**src/rtl/enable_prescaler.sv**
```systemverilog
`default_nettype none
// ============================================================================
//  Module      : enable_prescaler
//  Description : Programmable enable-strobe generator. Emits a one-cycle
//                enable_o every (div+1) clocks in continuous mode, or exactly
//                'pulses' strobes followed by a one-cycle done in one-shot
//                mode. Configuration is taken by valid/ready only while idle.
//  Revision    : 1.0  initial release
// ============================================================================
module enable_prescaler #(
  parameter int DIV_WIDTH   = 16,
  parameter int PULSE_WIDTH = 8
) (
  input  logic                   clk,
  input  logic                   reset_n,
  input  logic                   cfg_valid,
  output logic                   cfg_ready,
  input  logic [DIV_WIDTH-1:0]   cfg_div,
  input  logic                   cfg_oneshot,
  input  logic [PULSE_WIDTH-1:0] cfg_pulses,
  input  logic                   start,
  input  logic                   stop,
  output logic                   enable_o,
  output logic                   busy,
  output logic                   done,
  output logic [PULSE_WIDTH-1:0] remaining
);

  localparam logic [DIV_WIDTH-1:0]   c_DIV_ONE   = DIV_WIDTH'(1);
  localparam logic [PULSE_WIDTH-1:0] c_PULSE_ONE = PULSE_WIDTH'(1);

  typedef enum logic [0:0] {
    IDLE = 1'b0,
    RUN  = 1'b1
  } state_t;

  state_t                 r_state;
  logic [DIV_WIDTH-1:0]   r_cnt;
  logic [DIV_WIDTH-1:0]   r_div;
  logic                   r_oneshot;
  logic [PULSE_WIDTH-1:0] r_pulses;
  logic [PULSE_WIDTH-1:0] r_remaining;
  logic                   r_done;

  logic                   w_cfg_hs;
  logic [DIV_WIDTH-1:0]   w_div_eff;
  logic                   w_oneshot_eff;
  logic [PULSE_WIDTH-1:0] w_pulses_eff;
  logic                   w_strobe;

  // Handshake and effective configuration: a configuration accepted in the
  // same cycle as start takes effect immediately, bypassing the registers.
  always_comb begin
    w_cfg_hs      = cfg_valid && (r_state == IDLE);
    w_div_eff     = w_cfg_hs ? cfg_div     : r_div;
    w_oneshot_eff = w_cfg_hs ? cfg_oneshot : r_oneshot;
    w_pulses_eff  = w_cfg_hs ? cfg_pulses  : r_pulses;
    w_strobe      = (r_state == RUN) && (r_cnt == '0);
  end

  // Configuration registers load only on an accepted handshake.
  always_ff @(posedge clk or negedge reset_n) begin
    if (!reset_n) begin
      r_div     <= '0;
      r_oneshot <= 1'b0;
      r_pulses  <= '0;
    end else if (w_cfg_hs) begin
      r_div     <= cfg_div;
      r_oneshot <= cfg_oneshot;
      r_pulses  <= cfg_pulses;
    end
  end

  // Control FSM with prescale counter, pulse budget and done pulse.
  always_ff @(posedge clk or negedge reset_n) begin
    if (!reset_n) begin
      r_state     <= IDLE;
      r_cnt       <= '0;
      r_remaining <= '0;
      r_done      <= 1'b0;
    end else begin
      r_done <= 1'b0;
      case (r_state)
        IDLE: begin
          if (start && !stop) begin
            if (w_oneshot_eff && (w_pulses_eff == '0)) begin
              // Empty one-shot: nothing to emit, report completion directly.
              r_done <= 1'b1;
            end else begin
              r_state     <= RUN;
              r_cnt       <= w_div_eff;
              r_remaining <= w_oneshot_eff ? w_pulses_eff : '0;
            end
          end
        end
        RUN: begin
          if (w_strobe) begin
            r_cnt <= r_div;
          end else begin
            r_cnt <= r_cnt - c_DIV_ONE;
          end

          if (stop) begin
            // Abort: the strobe decoded this cycle still goes out, but the
            // run ends without a done indication.
            r_state     <= IDLE;
            r_remaining <= '0;
          end else if (w_strobe && r_oneshot) begin
            r_remaining <= r_remaining - c_PULSE_ONE;
            if (r_remaining == c_PULSE_ONE) begin
              r_state <= IDLE;
              r_done  <= 1'b1;
            end
          end
        end
        default: begin
          r_state <= IDLE;
        end
      endcase
    end
  end

  // Outputs are decoded purely from registers.
  always_comb begin
    cfg_ready = (r_state == IDLE);
    busy      = (r_state == RUN);
    enable_o  = w_strobe;
    done      = r_done;
    remaining = r_remaining;
  end

endmodule
`default_nettype wire
```
**config.mk**
```make
export PLATFORM = sky130hd
export DESIGN_NAME = enable_prescaler
export DESIGN_NICKNAME = d
export VERILOG_FILES = /design/src/rtl/enable_prescaler.sv
export SDC_FILE = /design/constraint.sdc
export NUM_CORES = 1
export LEC_CHECK = 0
export ABC_AREA = 0
export CAP_MARGIN = 20
export CORE_ASPECT_RATIO = 0.6
export CORE_MARGIN = 2
export CORE_UTILIZATION = 49
export CTS_CLUSTER_DIAMETER = 200
export DETAILED_ROUTE_END_ITERATION = 8
export PLACE_DENSITY = 0.82
export SLEW_MARGIN = 20
export SYNTH_ARGS = -nofsm -noshare
export SYNTH_HDL_FRONTEND = slang
export SYNTH_SLANG_ARGS = --single-unit
```
**constraint.sdc**
```tcl
create_clock -name clk -period 5.32 [get_ports clk]
set_input_delay 0.532 -clock clk [delete_from_list [all_inputs] [get_ports clk]]
set_output_delay 0.532 -clock clk [all_outputs]
set_load 0.005 [all_outputs]
```
==> run summary, run 1 <==
Setup clock skew after layout: 0.00504 ns
Total clock sinks: 51
Tightest Hold Check Type: in2async
Number of endpoints with negative hold slack in the final report: 0
Remaining routing DRC violations: 0
Wire length of the first global-routing pass: 12.2 mm
Post-synth design cell area: 2970 µm²
Reported leakage power: 1.41 nW
Data arrival at the endpoint of the critical path: 2.99 ns
Worst path required time: 4.79 ns
Endpoint class of the critical path: output pin
Power Total: 1.33 mW
Number of H-tree levels: 2
Area Overhead vs Synth: 18.9%
Antenna violations before repair: 0
Final Cell Area: 3530 µm²
Cell types occupying the most area after synthesis: dfrtp_1, mux2_2, mux2i_1
Syn avg cell area: 10.7 µm²
Logic pwr share: 34.3%
Cell type with the highest aggregate area in the netlist: dfrtp_1
Post-route clock period utilization: 66.2%
Final total negative setup slack: 0 ns
Worst Tran Pin Value: 0.662 ns
Proportion of power drawn by the clock network: 20.9%
DIE AREA: 6710 µm²
Post-CTS Hold Buffers: 0
Total cell area at the placement stage: 3410 µm²
Total via count after detailed routing: 2,438
Die span in x: 104 µm
Final ANT Viol Nets: 0
Maximum vdd ir drop: 0.170 mV
Clock transition time at the flip-flop clock pins of the worst setup and hold paths: 0.10 ns
Count of different cell masters after synthesis: 52
Number of setup buffers added after CTS: 0
Routed via count divided by cell count: 6.19
Starting utilization of the core area: 52.0%
Syn. warnings: 0
Cell Rows: 21
Share of the synthesized area in the top cell type: 43.0%
Count of flip-flops with a built-in enable after synthesis: 0
Vertical extent of the die: 64.3 µm
Power density relative to cell area: 377 nW/µm²
Number of filler instances in the final layout: 495
Max-capacitance violation count: 0
Commonest cells after routing, fill and taps aside: dfrtp_1, clkdlybuf4s50_1, mux2i_1
#FFs+latches synth: 51
Post-cts sizing count: 0
Number of nets in the synthesized netlist: 312
Fraction of final layout cells with drive strength greater than 1: 14.3%
Post-DP HPWL: 5.04 mm
Setup violation total in the final timing report: 0
Post-DR wirelength/cell: 18.4 µm
Std-Cell Core Area: 5700 µm²
Final max-slew violation count: 0
Remaining global-route overflow: 0
CTS tree: yes
Number of instances in the synthesized netlist: 278
Net count reported at finish: 347
Depth of the most critical reg-to-reg path: 8
Length of the first detailed-routing pass in iterations: 5
Power Internal: 0.845 mW
Vias in the first global route: 2,316
Status: complete, no violations
Highest Clock Rate: 284 MHz
IO Count: 42
Routability congestion estimate from global placement: 0.876
Largest net degree at the start of global routing: 52
Number of buffer cells added on primary ports: 41
Count of antenna diodes in the layout: 0
Proportion of synthesized chip area in sequential cells: 43.0%
DRC marker count from the first detailed-route iteration: 193
Dominant synthesized flop cell: dfrtp_1
Combined global-route utilization of all metal layers: 23.5%
Final min period: 3.52 ns
Setup repair after global routing missed its margin: false
Largest driver fanout on the critical path: 18
Async set-or-reset flop fraction in the synthesized netlist: 100%
Clock Tree Root: clkbuf_8
Net switching share of the total power: 36.5%
Clock Tree Buf Depth: 2
Total area of sequential cells: 1280 µm²
Footprint of the multi-input gates: 1570 µm²
Max-slew headroom at the worst pin: 55.9%
Type of the worst setup path: reg2out
NetSw: 0.486 mW
Sequential fraction of design power: 44.7%
Most frequent standard cell in the layout excluding fill and tap cells: dfrtp_1
Critical Path Source Type: register
Clock insertion delay at the later pin of the skew report: 0.31 ns
CTS Buf Count: 5
Overall routed net length: 7.26 mm
metal layers:
layer / routed length (µm) / track usage, % / vias to the layer above
met4: 72 / 5.91 / 0
met5: 0 / 0 / -
met3: 543 / 5.92 / 8
met2: 2990 / 32.8 / 102
met1: 3650 / 36.0 / 1215
li1: - / - / 1113
Yosys cell counts (5+ instances only):
master and n:
nand3_1 6, o21ai_0 14, nand2_1 8, a21oi_1 5, o22ai_1 9, nand4_1 7, xnor2_1 8, mux2_2 24
buf_2 7, nor3_1 9, mux2i_1 25, dfrtp_1 51, nor2_1 19, inv_1 8, clkbuf_1 7, nor4_1 7
flip-flops by register name, summed over array words and instances (netlist names):
name / count
busy: 1
r_pulses: 8
done: 1
r_cnt: 16
r_div: 16
remaining: 8
r_oneshot: 1
logic make-up after synthesis:
kind of cell,count (synthesis),synth area share [%]
fa+ha+maj,4,1.69
flops,51,43.0
simple gates,76,15.0
buf+inv,26,4.09
xor+xnor,9,2.66
mux,50,18.1
compound gates,62,15.5
critical path: stages, from the launching register on:
cell and delay [ns]:
dfrtp_1 0.46, inv_1 0.10, ha_1 0.20, and3b_1 0.18, nand2_1 0.47, or2_1 0.61, inv_2 0.16, clkdlybuf4s50_1 0.49
final timing paths:
| path | startpoint | endpoint | slack (ns) |
|---|---|---|---|
| worst max-delay path | r_cnt[0] | enable_o | 1.80 |
| worst min register to register | r_div[9] | r_div[9] | 0.53 |
| min in group clk | r_div[9] | r_div[9] | 0.53 |
| worst min-delay path | reset_n | r_pulses[3] | 0.32 |
| max in group asynchronous | reset_n | r_cnt[7] | 4.57 |
| worst max register to register | busy | remaining[0] | 2.56 |
final cells by class:
cell class | count | share of cell area [%]
sequential | 51 | 36.2
inverter | 9 | 0.958
tap | 80 | 2.84
multi-input combinational | 201 | 44.5
clock inverter | 3 | 1.24
clock buffer | 5 | 1.95
timing repair buffer | 45 | 12.3
stage by stage:
| stage | util (%) | std cells | setup slack [ns] | hold WS, ns |
|---|---|---|---|---|
| after floorplan | - | 278 | 3.23 | 0.236 |
| after global placement | 59.9 | 386 | 2.31 | 0.509 |
| after detailed placement | 59.9 | 386 | 2.19 | 0.512 |
| after CTS | 61.9 | 394 | 1.83 | 0.342 |
| after global routing | 61.9 | 394 | 1.62 | 0.376 |
| final | 61.9 | 394 | 1.80 | 0.321 |
power by group through the flow:
stage,Sequential [mW],Clock (mW),Combinational (mW)
2_1_floorplan,0.569,0,0.322
3_3_place_gp,0.591,0,0.433
3_5_place_dp,0.599,0,0.446
4_1_cts,0.592,0.283,0.454
5_1_grt,0.606,0.303,0.508
6_report,0.595,0.279,0.457
(Power assumes the default switching activity.)
==> run 2: changes to the inputs <==
--- a/config.mk
+++ b/config.mk
@@ -12,7 +12,7 @@
 export CORE_UTILIZATION = 49
 export CTS_CLUSTER_DIAMETER = 200
 export DETAILED_ROUTE_END_ITERATION = 8
-export PLACE_DENSITY = 0.82
+export PLACE_DENSITY = 0.85
 export SLEW_MARGIN = 20
 export SYNTH_ARGS = -nofsm -noshare
 export SYNTH_HDL_FRONTEND = slang
==> constraint.sdc (replaced) <==
create_clock -name clk -period 3 [get_ports clk]
set_input_delay 0.3 -clock clk [delete_from_list [all_inputs] [get_ports clk]]
set_output_delay 0.3 -clock clk [all_outputs]
set_load 0.005 [all_outputs]
==> run summary, run 2 (synthesis results as in run 1) <==
Status: complete, no violations
Count of antenna diodes in the layout: 0 (unchanged)
Clock transition time at the flip-flop clock pins of the worst setup and hold paths: 0.11 ns (about the same)
Number of buffer cells added on primary ports: 41 (unchanged)
Crit-path cells: nor4_4, buf_4, nand3_4, or2_1, inv_2, clkdlybuf4s50_1
Clock insertion delay at the later pin of the skew report: 0.33 ns (+0.02 ns)
Endpoint class of the critical path: output pin
Antenna violations before repair: 0 (unchanged)
Global-route track usage on met2: 33.5% (+0.65 points)
Total via count after detailed routing: 2,503 (+2.7%)
Tightest Hold Check Type: in2async
Final Cell Area: 3560 µm² (+1.1%)
Final core utilization: 62.5% (+0.66 points)
IO Count: 42 (unchanged)
Setup clock skew after layout: 0.0178 ns (+0.0128 ns)
Met1 usage in global routing: 36.1% (+0.13 points)
Power density relative to cell area: 669 nW/µm² (+77%)
Area Overhead vs Synth: 20.2%
Number of H-tree levels: 2 (unchanged)
Overall routed net length: 7.42 mm (+2.2%)
Largest driver fanout on the critical path: 19 (+1)
Most frequent standard cell in the layout excluding fill and tap cells: dfrtp_1
Max-capacitance violation count: 0 (unchanged)
Routed via count divided by cell count: 6.27 (+1.4%)
Final total negative setup slack: 0 ns (unchanged)
Clock Tree Buf Depth: 2 (unchanged)
Number of endpoints with negative hold slack in the final report: 0 (unchanged)
Number of setup buffers added after CTS: 0 (unchanged)
Most congested layer reported by global routing: met1
Post-route clock period utilization: 89.6%
Die span in x: 104 µm (unchanged)
CTS tree: yes
Wire length of the first global-routing pass: 12.7 mm (+4.2%)
Data arrival at the endpoint of the critical path: 2.39 ns (-0.60 ns)
Vias in the first global route: 2,443 (+5.5%)
Post-DP HPWL: 5.31 mm (+5.4%)
Type of the worst setup path: reg2out
Total cell area at the placement stage: 3450 µm² (+1.1%)
Setup repair after global routing missed its margin: false
Critical Path Source Type: register
GRT met3 Usage: 6.43% (+0.51 points)
Worst path required time: 2.70 ns (-2.09 ns)
Post-CTS Hold Buffers: 0 (unchanged)
Regs by FF count: r_cnt x16, r_div x16
Post-cts sizing count: 0 (unchanged)
Remaining global-route overflow: 0 (unchanged)
Std-Cell Core Area: 5700 µm² (unchanged)
Clock Tree Root: clkbuf_8
Crit-path slowest cell: clkdlybuf4s50_1
Highest Clock Rate: 372 MHz
Commonest cells after routing, fill and taps aside: dfrtp_1, clkdlybuf4s50_1, mux2i_1
Starting utilization of the core area: 52.0% (unchanged)
Routability congestion estimate from global placement: 0.877 (about the same)
Worst Tran Pin Value: 0.748 ns (+0.0865 ns)
Total clock sinks: 51 (unchanged)
Highest cell delay on the worst timing path: 0.51 ns (-0.10 ns)
Length of the first detailed-routing pass in iterations: 6 (+1)
Maximum vdd ir drop: 0.272 mV (+60%)
Post-DR wirelength/cell: 18.6 µm (+0.94%)
DIE AREA: 6710 µm² (unchanged)
Post-route worst hold slack: 0.0375 ns (-0.283 ns)
Net count reported at finish: 352 (+1.4%)
Setup violation total in the final timing report: 0 (unchanged)
Final max-slew violation count: 0 (unchanged)
CTS Buf Count: 5 (unchanged)
Final min period: 2.69 ns
DRC marker count from the first detailed-route iteration: 237 (+23%)
Remaining routing DRC violations: 0 (unchanged)
Combined global-route utilization of all metal layers: 24.1% (+0.58 points)
Reported leakage power: 1.43 nW (+1.7%)
Largest net degree at the start of global routing: 35 (-33%)
Vertical extent of the die: 64.3 µm (unchanged)
Cell Rows: 21 (unchanged)
Max-slew headroom at the worst pin: 50.1% (-5.8 points)
Fraction of final layout cells with drive strength greater than 1: 15.7% (+1.3 points)
Final ANT Viol Nets: 0 (unchanged)
-- run 2: cell count changes in the layout (fill, tap and decap cells not counted) --
cell   before  now
buf_4       4    9
-- run 2: worst paths after layout --
| kind | start | to | slack [ns] | depth (start not counted) |
|---|---|---|---|---|
| max | r_cnt[4] | enable_o | 0.31 | 6 |
| min | reset_n | r_cnt[12] | 0.04 | 1 |
| max reg2reg | busy | remaining[1] | 0.81 | 6 |
| min reg2reg | r_pulses[2] | r_pulses[2] | 0.54 | 2 |
| max in group asynchronous | reset_n | r_cnt[7] | 2.23 | 2 |
| min in group clk | r_pulses[2] | r_pulses[2] | 0.54 | 2 |
-- run 2: cell type report --
type	instances	area, µm²
multi-input cells	201	1570
inverters	9	33.8
clock inverters	3	43.8
clock buffers	5	68.8
repair buffers	50	473
well taps	80	100
fillers	464	2140
flip-flops and latches	51	1280
-- run 2: metrics by stage --
step / cells / worst slack [ns] / total power [mW]
floorplan: 278 / 0.968 / 1.58
global placement: 391 / 0.701 / 1.83
detailed placement: 391 / 0.597 / 1.87
CTS: 399 / 0.310 / 2.37
global route: 399 / 0.159 / 2.53
finish: 399 / 0.311 / 2.39
-- run 2: metal layers --
| layer | vias to the layer above | routed length, µm |
|---|---|---|
| met3 | 18 | 749 |
| met2 | 140 | 2990 |
| li1 | 1122 | - |
| met5 | - | 0 |
| met4 | 0 | 150 |
| met1 | 1223 | 3530 |
-- run 2: where the power goes --
part	switching, mW	leakage, nW	total, mW	internal, mW
sequential	0.207	0.617	1.06	0.850
clock	0.247	0.0581	0.496	0.249
combinational	0.420	0.754	0.833	0.413
-- run 2: worst max-delay path, delay by kind of cell, from the launching register on --
family / cells / cell delay, ns
buffers and inverters: 3 / 0.83
flip-flops: 1 / 0.44
AND/OR/NAND/NOR: 3 / 0.80
